$ cat config.mk
export PLATFORM = sky130hd
export DESIGN_NAME = branch_predictor
export DESIGN_NICKNAME = d
export VERILOG_FILES = /design/src/rtl/branch_predictor_pkg.sv /design/src/rtl/branch_predictor_sat_counter.sv /design/src/rtl/branch_predictor.sv
export SDC_FILE = /design/constraint.sdc
export NUM_CORES = 1
export LEC_CHECK = 0
export ABC_CLOCK_PERIOD_IN_PS = 4100
export CAP_MARGIN = 20
export CORE_MARGIN = 1
export CORE_UTILIZATION = 35
export DETAILED_ROUTE_END_ITERATION = 6
export DONT_BUFFER_PORTS = 1
export PLACE_DENSITY = 0.58
export SYNTH_ARGS = -nofsm -noshare
export SYNTH_HDL_FRONTEND = slang
export SYNTH_SLANG_ARGS = --single-unit
$ cat constraint.sdc
create_clock -name clk -period 4.1 [get_ports clk]
set_input_delay 0.82 -clock clk [delete_from_list [all_inputs] [get_ports clk]]
set_output_delay 0.82 -clock clk [all_outputs]
set_load 0.005 [all_outputs]
$ cat src/rtl/branch_predictor_pkg.sv
// branch_predictor_pkg: prediction codes, counter states and branch opcode shared with the PC mux.
package branch_predictor_pkg;
  localparam logic [1:0] PRED_NONE = 2'b00;
  localparam logic [1:0] PRED_NT   = 2'b01;
  localparam logic [1:0] PRED_T    = 2'b10;
  localparam logic [6:0] OPC_BRANCH = 7'b1100011;
  typedef enum logic [1:0] {
    CNT_SNT = 2'b00,
    CNT_WNT = 2'b01,
    CNT_WT  = 2'b10,
    CNT_ST  = 2'b11
  } cnt_t;
endpackage

$ cat src/rtl/branch_predictor_sat_counter.sv
// bp_sat_counter: combinational 2-bit saturating counter next-state.
module bp_sat_counter
  import branch_predictor_pkg::*;
(
  input  logic [1:0] cnt,
  input  logic       taken,
  output logic [1:0] nxt
);
  assign nxt = taken ? (cnt == CNT_ST ? cnt : cnt + 2'd1)
                     : (cnt == CNT_SNT ? cnt : cnt - 2'd1);
endmodule

$ cat src/rtl/branch_predictor.sv
// branch_predictor: 2-bit counter table with forwarded single-entry pending update.
// Define BP_STATS_EN to build the resolved-branch / miss statistics counters.
module branch_predictor
  import branch_predictor_pkg::*;
#(
  parameter int         ENTRIES  = 64,
  parameter int         INDEX_W  = $clog2(ENTRIES),
  parameter logic [1:0] INIT_CNT = 2'b01
) (
  input  logic        clk,
  input  logic        rst,
  input  logic [31:0] fetch_pc,
  input  logic [31:0] fetch_inst,
  output logic [1:0]  predict_o,
  input  logic        ex_valid,
  input  logic        ex_is_branch,
  input  logic [31:0] ex_pc,
  input  logic        ex_taken,
  input  logic        ex_pred_taken,
  output logic        ex_mispredict_o,
  input  logic        stats_clr,
  output logic [31:0] stat_branches_o,
  output logic [31:0] stat_misses_o
);
  logic [1:0]         cnt_tab [ENTRIES];
  logic               pend_valid;
  logic [INDEX_W-1:0] pend_idx;
  logic [1:0]         pend_cnt;
  logic [INDEX_W-1:0] f_idx, e_idx;
  logic [1:0]         f_cnt, e_cnt, e_nxt;
  logic               resolve;
  logic               unused_ok;
  assign f_idx   = fetch_pc[INDEX_W+1:2];
  assign e_idx   = ex_pc[INDEX_W+1:2];
  assign resolve = ex_valid & ex_is_branch;
  // Pending update is not yet in the table, so both read ports forward it.
  assign f_cnt = (pend_valid && pend_idx == f_idx) ? pend_cnt : cnt_tab[f_idx];
  assign e_cnt = (pend_valid && pend_idx == e_idx) ? pend_cnt : cnt_tab[e_idx];
  assign predict_o = fetch_inst[6:0] == OPC_BRANCH ? (f_cnt[1] ? PRED_T : PRED_NT) : PRED_NONE;
  assign ex_mispredict_o = resolve & (ex_taken != ex_pred_taken);
  assign unused_ok = ^{fetch_inst[31:7], fetch_pc[31:INDEX_W+2], fetch_pc[1:0],
                       ex_pc[31:INDEX_W+2], ex_pc[1:0]};
  bp_sat_counter u_sat (
    .cnt  (e_cnt),
    .taken(ex_taken),
    .nxt  (e_nxt)
  );
  always_ff @(posedge clk or negedge rst) begin
    if (!rst) begin
      for (int i = 0; i < ENTRIES; i++) cnt_tab[i] <= INIT_CNT;
      pend_valid <= 1'b0;
      pend_idx   <= '0;
      pend_cnt   <= INIT_CNT;
    end else begin
      if (pend_valid) cnt_tab[pend_idx] <= pend_cnt;
      pend_valid <= resolve;
      if (resolve) begin
        pend_idx <= e_idx;
        pend_cnt <= e_nxt;
      end
    end
  end
`ifdef BP_STATS_EN
  always_ff @(posedge clk or negedge rst) begin
    if (!rst) begin
      stat_branches_o <= '0;
      stat_misses_o   <= '0;
    end else if (stats_clr) begin
      stat_branches_o <= '0;
      stat_misses_o   <= '0;
    end else begin
      if (resolve) stat_branches_o <= stat_branches_o + 32'd1;
      if (ex_mispredict_o) stat_misses_o <= stat_misses_o + 32'd1;
    end
  end
`else
  logic unused_clr;
  assign unused_clr      = stats_clr;
  assign stat_branches_o = '0;
  assign stat_misses_o   = '0;
`endif
endmodule
# After elaboration in Yosys (flattened, before gate mapping)
# Index checks and enable logic that the tools add are counted.
# totals
elab_cells,103
input_bits,103
register_bits,137
# op_classes
n_eq_ne,5
magnitude_cmp,4
bitwise,5
add_sub_neg,2
reduce_logical,4
muxes,16
# ops
operator,count
$bwmux 128,1
$bmux 2 s6,2
$mux 2,12
$ge 7x7->1 const B,3
$not 6->7,3
$demux 2 s6,1
$eq 6x6->1,2
$eq 7x7->1 const B,1
$lt 7x1->1 const B,1
$logic_and 1x1->1,3
$add 2x1->2 const B,1
$and 1x1->1,2
$eq 2x2->1 const B,1
$logic_not 2->1,1
$sub 2x1->2 const B,1
$ne 1x1->1,1

# Longest topological paths before layout
# depth
word_depth,8
mapped_depth,10
mapped_depth_nobuf,7

# By module
# A second synthesis with hierarchy kept.
# hier_totals
hier_cells,643
hier_area_um2,7988.9
# by_module_without_submodules
mod,area_per_inst_um2,seq_area_each_um2,cells_per_inst,instances
branch_predictor,7962.6,3509.6,640,1
bp_sat_counter,26.3,0.0,3,1

# Worst setup path before layout
# No wires, ideal clock.
# synth_path
kind,input port to output port
from,in fetch_pc[3]
to,out predict_o[1]
stages,7
required_time_ns,3.280
path_slack_ns,0.168
t_arrival_ns,3.112
path_cell_list,clkbuf_1 -> buf_1 -> mux4_2 -> mux4_2 -> mux4_2 -> mux2_2 -> nor2b_1
# synth_between
elab_chain_len,7
word_cells_on_any_way,9
# synth_lines
item,line_no,rtl
"start, declared",branch_predictor.sv:12,"input logic [31:0] fetch_pc,"
$not 6->7 (implied by the code),branch_predictor.sv:37,assign f_cnt = (pend_valid && pend_idx == f_idx) ? pend_cnt : cnt_tab[f_idx];
$bmux 2 s6,branch_predictor.sv:37,
$mux 2 (implied by the code) (2 in a row),branch_predictor.sv:37,
$mux 2 (*),branch_predictor.sv:37,
$mux 2 (*) (2 in a row),branch_predictor.sv:39,assign predict_o = fetch_inst[6:0] == OPC_BRANCH ? (f_cnt[1] ? PRED_T : PRED_NT) : PRED_NONE;
"end, declared",branch_predictor.sv:14,"output logic [1:0] predict_o,"
# Mark *: on every way between the ends. The rest lies on a longest branch, timed or not. The select of a mux whose other input is x is not followed.

# Worst setup path in the final report
# layout_path
from,in fetch_pc[2]
to,out predict_o[1]
# The elaborated chain is that of the path after synthesis.

==> flow_metrics.py <==
metrics = {
    "cts": {
        "insertion_delay_ps": 430,
        "post_cts_buffers": 0,
        "cts_made_buffers": 17,
        "post_cts_resized": 0,
        "cts.sink_count": 137,
        "cts.htree.levels": 4,
        "cts-root-to-sink-buffers": 2,
        "cts-root-buf": "clkbuf_16",
        "postCtsHoldBufs": 0,
        "path_clk_slew_ps": 60,
        "tritoncts": "yes",
    },
    "final_layout": {
        "fin_area_um2": 8440,
        "area.growth.synth_to_final_pct": 6.72,
        "drive_gt1_frac": 0.470,
        "layout.cells.non_filler": 889,
        "final_util": 0.384,
        "nNetsFinal": 700,
        "antenna-diode-count": 0,
    },
    "logic_synthesis": {
        "syn_inst": 623,
        "ys_top_cells_by_count": "135 x mux2_2, 72 x dfrtp_1, 66 x buf_4, 65 x dfstp_2, 50 x mux4_2",
        "synth.distinct_cells": 46,
        "synth_edf_count": 0,
        "synthFlopType": "dfrtp_1",
        "synth_top_cells_by_area": "dfrtp_1 23%, dfstp_2 22%, mux2_2 19%",
        "yosysMostFrequentCell": "mux2_2",
        "yosys.area.top_type_share": 0.228,
        "syn_area_um2": 7910,
        "synthArstFlopShare": 1.00,
        "seq_area_frac_synth": 0.444,
        "syn_avg_cell_area_um2": 12.7,
        "ys_ff_latch": 137,
        "yosysWarnings": 0,
        "synth_top_area_cell": "dfrtp_1",
    },
    "timing": {
        "skew_ps": 7.56,
        "min_period_over_period": 0.883,
        "rsz0062_at_grt": "false",
        "fmax_mhz": 276,
        "hold-worst-slack_ps": 95.1,
        "slew_viol_final": 0,
        "finalSetupViolCount": 0,
        "slew_headroom": 0.343,
        "layout_min_cycle_time_ps": 3620,
        "tns_ps": 0,
        "hold_viol_final": 0,
        "worst_pin_slew_ps": 978,
        "fin_ws_ps": 482,
    },
    "place": {
        "dp_slack_ps": 502,
        "routabilityCongestion": 0.858,
        "placed_area_um2": 7820,
        "placedCellCount": 857,
        "port_buffers": 0,
        "place_hpwl_um": 12300,
    },
    "power": {
        "p_per_area_nw_per_um2": 474,
        "total_power_mw": 4.00,
        "ir_worst_vdd_v": 0.000303,
        "p_leak_nw": 3.52,
    },
    "grt": {
        "first_global_vias": 5037,
        "grt_pass1_wl_um": 29000,
        "overflow": 0,
        "grt_start_max_net_pins": 138,
        "track_usage": 0.166,
        "antenna_found_initial": 0,
    },
    "route": {
        "drt_iter0_markers": 301,
        "wl_per_cell_um": 20.6,
        "drc": 17,
        "first_pass_iters": 6,
        "vias_per_cell": 5.36,
        "ant_nets": 0,
        "routed_wl_um": 18300,
        "vias": 4765,
    },
    "floorplanning": {
        "initial_core_util": 0.360,
        "coreArea_um2": 22000,
        "die_height_um": 152,
        "dieWidth_um": 152,
        "die-area_um2": 23200,
        "num_io_pins": 170,
        "std_cell_rows": 54,
    },
    "setup_path": {
        "crit_path_frequent_cell": "mux4_2",
        "reg2reg_slack_ps": 1340,
        "slowest_delay_ps": 530,
        "endpoint_kind": "output pin",
        "cp-start-kind": "input port",
        "crit_required_ps": 3280,
        "worstPathMaxFanout": 17,
        "reg2regPathDepth": 7,
        "crit_chain": "mux4_2 > mux4_2 > mux4_2 > mux2_2 > nor2b_1",
        "worstPathArrival_ps": 2800,
        "timing.rr.start": "pend_idx[0]$_DFFE_PN0P_",
        "worstSetupPathType": "in2out",
        "r2r-end": "pend_cnt[0]$_DFFE_PN1P_",
        "crit_slowest_cell": "mux4_2",
    },
    "job": {
        "drv_cap": 0,
    },
    "status": {
        "violations": "design-rule violations",
        "status": "finished, violations left",
    },
    "worst_hold_path": {
        "hold_path.class": "in2async",
    },
}
[cells in the final DEF, fill, tap and decap left out, types with 6 or more instances in the layout]
cell	instances
dfrtp_1	71
nor2b_1	7
dfstp_2	65
nand3_1	12
clkbuf_16	17
mux4_2	50
nand2_1	41
mux2i_1	9
nor2_1	41
mux2_2	135
xor2_1	6
xnor2_1	7
conb_1	64
[logic make-up after synthesis]
group,Yosys count,synth area share
muxes,194,0.346
and+or+nand+nor,144,0.0891
DFF,137,0.444
buffers and inverters,113,0.0878
AOI/OAI and AO/OA,21,0.0184
xor gates and xnor gates,13,0.0144
other,1,0.000474
[critical path, delay by kind of cell]
| kind | cells | cell delay (ps) |
|---|---|---|
| mux | 4 | 1800 |
| simple gates | 1 | 160 |
[how the worst max path moves through the flow]
| stage | start | slack [ps] | cells past startpoint | end |
|---|---|---|---|---|
| after floorplan | fetch_pc[3] | 170 | 7 | predict_o[1] |
| after global placement | fetch_pc[2] | 500 | 5 | predict_o[1] |
| after detailed placement | fetch_pc[2] | 500 | 5 | predict_o[1] |
| after CTS | cnt_tab[65]$_DFFE_PN0P_ | 490 | 5 | predict_o[1] |
| after global routing | cnt_tab[65]$_DFFE_PN0P_ | 460 | 5 | predict_o[1] |
| final | fetch_pc[2] | 480 | 5 | predict_o[1] |
[layout make-up]
type / instances / area, µm²
Timing Repair Buffer: 2 / 35.0
Clock buffer: 19 / 443
Tap cell: 280 / 350
Multi-Input combinational cell: 436 / 3940
Fill cell: 2031 / 13500
Clock inverter: 12 / 149
Sequential cell: 137 / 3510
Inverter: 3 / 11.3
[where the power goes]
group	switching, mW	total [mW]	internal, mW	leakage, nW
Clock	0.591	1.56	0.966	0.293
Sequential	0.188	1.82	1.63	1.64
Combinational	0.241	0.624	0.383	1.59
[sequential cells by signal, summed over array words and instances, names as in the netlist]
signal / cells
pend_idx: 6
pend_cnt: 2
cnt_tab: 128
pend_valid: 1
[layer usage]
| metal | track usage | routed length (µm) | vias up |
|---|---|---|---|
| met5 | 0 | 0 | - |
| met4 | 0.0612 | 350 | 0 |
| met3 | 0.0373 | 945 | 28 |
| met2 | 0.278 | 9060 | 180 |
| met1 | 0.212 | 7910 | 2489 |
| li1 | - | - | 2068 |
Power figures use the tool's default switching activity.
